## config.mk

```make
export PLATFORM = sky130hd
export DESIGN_NAME = rf_checkpoint_ctrl
export DESIGN_NICKNAME = d
export VERILOG_FILES = /design/src/rtl/rf_checkpoint_ctrl.sv
export SDC_FILE = /design/constraint.sdc
export NUM_CORES = 1
export LEC_CHECK = 0
export CAP_MARGIN = 20
export CORE_MARGIN = 2
export CORE_UTILIZATION = 40
export DETAILED_ROUTE_END_ITERATION = 16
export PLACE_DENSITY = 0.59
export SLEW_MARGIN = 0
export SYNTH_ARGS = -nofsm -noshare
export SYNTH_HDL_FRONTEND = slang
export SYNTH_SLANG_ARGS = --single-unit
```

## constraint.sdc

```tcl
create_clock -name clk -period 4.8 [get_ports clk]
set_input_delay 0.96 -clock clk [delete_from_list [all_inputs] [get_ports clk]]
set_output_delay 0.96 -clock clk [all_outputs]
set_load 0.01 [all_outputs]
```

## src/rtl/rf_checkpoint_ctrl.sv

```systemverilog
// Checkpoint/restore slots for a register file dump port. Restore drives dump_wr_en_o one cycle, two edges after the call;
// save/restore are refused via save_rdy/restore_rdy when full or busy. Optional stats counters: RF_CKPT_STATS_EN.
module rf_checkpoint_ctrl #(
  parameter int DTYPE  = 8,
  parameter int NREGS  = 2,
  parameter int NSLOTS = 4,
  localparam int IW = $clog2(NSLOTS),
  localparam int DW = DTYPE * NREGS
) (
  input  logic          clk,
  input  logic          reset,
  input  logic [DW-1:0] dump_out_i,
  output logic [DW-1:0] dump_in_o,
  output logic          dump_wr_en_o,
  input  logic          save_call,
  output logic          save_rdy,
  output logic [IW-1:0] save_id,
  input  logic          restore_call,
  input  logic [IW-1:0] restore_id,
  output logic          restore_rdy,
  input  logic          free_call,
  input  logic [IW-1:0] free_id,
  output logic          restore_err,
  output logic [IW:0]   occupancy
`ifdef RF_CKPT_STATS_EN
  ,
  output logic [15:0]   stat_saves,
  output logic [15:0]   stat_restores,
  output logic [15:0]   stat_errs
`endif
);

  typedef enum logic {IDLE, RESTORE} state_t;

  state_t              state, state_nxt;
  logic [DW-1:0]       slot_mem [NSLOTS];
  logic [NSLOTS-1:0]   valid, valid_nxt;
  logic                any_free;
  logic                save_fire;
  logic                restore_hit;
  logic                restore_miss;
  logic [IW:0]         occ_nxt;

  // Lowest-index free slot wins allocation.
  always_comb begin
    save_id  = '0;
    any_free = 1'b0;
    for (int i = NSLOTS - 1; i >= 0; i--) begin
      if (!valid[i]) begin
        save_id  = IW'(i);
        any_free = 1'b1;
      end
    end
  end

  assign save_rdy     = (state == IDLE) && any_free;
  assign save_fire    = save_call && save_rdy;
  assign restore_hit  = restore_call && (state == IDLE) && valid[restore_id];
  assign restore_miss = restore_call && (state == IDLE) && !valid[restore_id];

  always_comb begin
    state_nxt    = state;
    restore_rdy  = 1'b0;
    dump_wr_en_o = 1'b0;
    case (state)
      IDLE: begin
        restore_rdy = 1'b1;
        if (restore_hit) state_nxt = RESTORE;
      end
      RESTORE: begin
        dump_wr_en_o = 1'b1;
        state_nxt    = IDLE;
      end
      default: state_nxt = IDLE;
    endcase
  end

  // Free only clears a slot that was already valid, so it can never cancel a same-cycle save.
  always_comb begin
    valid_nxt = valid;
    if (save_fire) valid_nxt[save_id] = 1'b1;
    if (restore_hit) valid_nxt[restore_id] = 1'b0;
    if (free_call && valid[free_id]) valid_nxt[free_id] = 1'b0;
    occ_nxt = '0;
    for (int i = 0; i < NSLOTS; i++) occ_nxt = occ_nxt + (IW+1)'(valid_nxt[i]);
  end

  always_ff @(posedge clk or negedge reset) begin
    if (!reset) begin
      state       <= IDLE;
      valid       <= '0;
      occupancy   <= '0;
      dump_in_o   <= '0;
      restore_err <= 1'b0;
    end else begin
      state       <= state_nxt;
      valid       <= valid_nxt;
      occupancy   <= occ_nxt;
      restore_err <= restore_miss;
      if (restore_hit) dump_in_o <= slot_mem[restore_id];
    end
  end

  always_ff @(posedge clk) begin
    if (save_fire) slot_mem[save_id] <= dump_out_i;
  end

`ifdef RF_CKPT_STATS_EN
  always_ff @(posedge clk or negedge reset) begin
    if (!reset) begin
      stat_saves    <= '0;
      stat_restores <= '0;
      stat_errs     <= '0;
    end else begin
      if (save_fire && stat_saves != 16'hFFFF) stat_saves <= stat_saves + 16'd1;
      if (restore_hit && stat_restores != 16'hFFFF) stat_restores <= stat_restores + 16'd1;
      if (restore_miss && stat_errs != 16'hFFFF) stat_errs <= stat_errs + 16'd1;
    end
  end
`endif

endmodule

```

==> metrics.md <==
| Metric | Value |
|---|---|
| Skew final | 0.0101 ns |
| Setup CP Type | input port to flop |
| Cts hold-fix bufs | 0 |
| CP cell instances | clkdlybuf4s50_1 > buf_4 > mux2i_1 > nor2_1 > a31oi_1 > fa_1 > ha_1 > ha_1 |
| Yosys top cell area share | 55.8% |
| DP Worst Slack | between 1 and 1.5 ns |
| Net count after synthesis | between 150 and 200 |
| Layout area overhead | 23.4% |
| Drt via density | 5.04 |
| Clock latency on the worst-skew pair | 0.34 ns |
| CTS tree | done |
| Worst-path clk slew | around 0.090 ns |
| Yosys cell types | 31 |
| Crit-path max cell delay | 0.46 ns |
| Leakage power total | 0.00150 uW |
| Core Region | 8300 um^2 |
| CP Buf/Inv Count | 2 |
| RePlAce Congestion | 0.858 |
| Mapped cell area | 3450 um^2 |
| CP required | 5.03 ns |
| RSZ-0062 raised after global routing | false |
| Critical Path AT | 3.51 ns |
| Largest delay share family, worst path | adder cells |
| Syn avg cell area | 21.1 um^2 |
| CTS Buf Count | 9 |
| Clk buf depth | 2 |
| Htree depth | 3 |
| Ports | 50 |
| Status | finished clean |
| Die area | 9380 um^2 |
| # setup viols final | 0 |
| DRT antenna net count | 0 |
| NumNets Final | 252 |
| Detailed-route DRC error count | 0 |
| Die H | slightly below 100 um |
| Setup slack, reg-to-reg | 2.28 ns |
| Dpl hpwl | about 3800 um |
| Vias in the first global route | between 1500 and 2000 |
| Clk sinks | 89 |
| Row count | 33 |
| Critical Path Sink Type | flop |
| Most used cell, CP | ha_1 |
| Largest net degree at the start of global routing | 26 |
| Max cap viols | 0 |
| Max IR drop VDD | roughly 0.00019 V |
| Sum Neg Setup Slack | 0 ns |
| All-layer global routing usage | 14.1% |
| Diodes inserted | 0 |
| Clock root cell | clkbuf_8 |
| Worst hold-check path type | flop to flop |
| Startpoint types | input port |
| First-pass GRT wire length | 10000 um |
| Pins Over Slew Limit | 0 |
| DRT iter0 DRCs | 77 |
| Post-cts repair resize count | 0 |
| PwrDens | about 530 nW/um^2 |
| Share of cells above drive strength 1 | 25.3% |
| Die X | 96.8 um |
| Worst path slowest cell | clkdlybuf4s50_1 |
| Final WL | a little over 6000 um |
| Starting Density | 41.5% |
| Min Tclk post-route | 3.28 ns |
| IO buf count | slightly below 50 |
| Antenna violations before repair | 0 |
| Max transition margin | 48.2% |
| Setup Buffers After CTS | 0 |
| Count of final hold-check violations | 0 |
| Syn Inst Count | 163 |
| Routed wire per std cell | 18.3 um |
| Synth Warn # | 0 |
| Fmax | about 300 MHz |
| Yosys reg bits | 89 |
| Sequential fraction of the synthesis area | 73.9% |
| PnR worst setup slack | 1.52 ns |
| Vias | 1683 |
| Pwr Total | 2240 uW |
| Actual slew at the worst max-slew pin | 0.777 ns |
| Area contributors post-synth | edfxtp_1, dfrtp_1, mux4_2, mux2_4, mux2_2 |
| Fin crit share | 68.3% |
| Congestion Overflow GR | 0 |
| Largest area contributor in the netlist | edfxtp_1 |
| CP Max Fanout | 21 |
| Drt first pass iters | 4 |
==> stage by stage <==
step	util (%)	cells	hold WS, ns	instance area [um^2]
2_1_floorplan	-	163	0.551	3450
3_3_place_gp	49.2	318	0.492	4080
3_5_place_dp	49.2	318	0.491	4080
4_1_cts	51.3	334	0.518	4250
5_1_grt	51.3	334	0.539	4250
6_report	51.3	334	0.512	4250
==> worst register-to-register path: cells and delay by family, from the launching register on <==
family / cells / cell delay [ns]
adders and majority gates: 3 / 0.91
DFF: 1 / 0.49
AOI/OAI and AO/OA: 2 / 0.38
buffers and inverters: 1 / 0.32
and+or+nand+nor: 1 / 0.31
==> final timing paths <==
check	start	to	depth (start not counted)
min in group asynchronous	reset	dump_in_o[7]	2
worst max-delay path	restore_id[1]	occupancy[1]	8
worst max register to register	valid[1]	occupancy[1]	7
worst min-delay path	dump_in_o[2]	dump_in_o[2]	1
worst min register to register	dump_in_o[2]	dump_in_o[2]	1
max in group asynchronous	reset	restore_err	2
==> cell usage in the layout, fill, tap and decap left out, types with 2 or more instances in the layout <==
cell type / synthesis / final
edfxtp_1: 64 / 64
clkdlybuf4s50_1: 0 / 49
dfrtp_1: 25 / 25
mux4_2: 16 / 16
mux2_4: 9 / 9
clkbuf_8: 0 / 9
mux2_2: 8 / 8
buf_4: 1 / 7
nor2_1: 4 / 4
a21oi_1: 3 / 3
nand2_1: 3 / 3
inv_1: 2 / 2
mux2i_1: 2 / 2
nand3b_1: 2 / 2
o221ai_1: 2 / 2
o21ai_0: 2 / 2
nand2b_1: 2 / 2
ha_1: 2 / 2
clkinv_2: 0 / 2
clkinvlp_4: 0 / 2
==> sequential cells by signal, indices dropped and copies added, names as in the netlist <==
signal	count
valid	4
restore_err	1
dump_in_o	16
state	1
slot_mem	64
occupancy	3
==> metal layers <==
layer	vias up	GRT usage (%)	share of wire, %
li1	772	-	-
met1	858	17.9	44
met2	45	23.1	50
met3	8	3.54	4.4
met4	0	5.96	1.2
met5	-	0	0
==> Yosys cell counts (all sizes together) <==
cell type / count
inv: 2
fa: 1
a31oi: 1
o22ai: 1
o221ai: 2
clkbuf: 1
edfxtp: 64
nand2: 3
and3: 1
a21boi: 1
or3b: 1
a41oi: 1
nand2b: 2
nor4bb: 1
nand4b: 1
dfrtp: 25
buf: 5
a21oi: 3
mux2: 17
o21ai: 2
mux2i: 2
ha: 2
nand3: 1
mux4: 16
a2bb2oi: 1
nor2: 4
nand3b: 2
==> power breakdown <==
group          switching [uW]  leakage (uW)  internal [uW]
logic                     282      0.000530            388
registers                96.0      0.000887           1030
clock network             264     0.0000830            187
total                     642       0.00150           1600
==> logic make-up (layout without fill, tap and decap cells) <==
| family | count (synthesis) | in the layout | synth area share [%] |
|---|---|---|---|
| DFF | 89 | 89 | 73.9 |
| muxes | 35 | 35 | 17.6 |
| AOI/OAI and AO/OA | 12 | 12 | 2.72 |
| adders and majority gates | 3 | 3 | 1.31 |
| and+or+nand+nor | 16 | 16 | 2.76 |
| buffers and inverters | 8 | 74 | 1.74 |
==> area by class of cell <==
class                      instances  area [um^2]
multi-input combinational         66          855
clock inverter                     7         46.3
clock buffer                       9          124
fill                             686         4050
inverter                           2         7.51
timing repair buffer              56          543
sequential                        89         2550
tap                              105          131
Note: power is estimated with default switching activity, not from simulation.
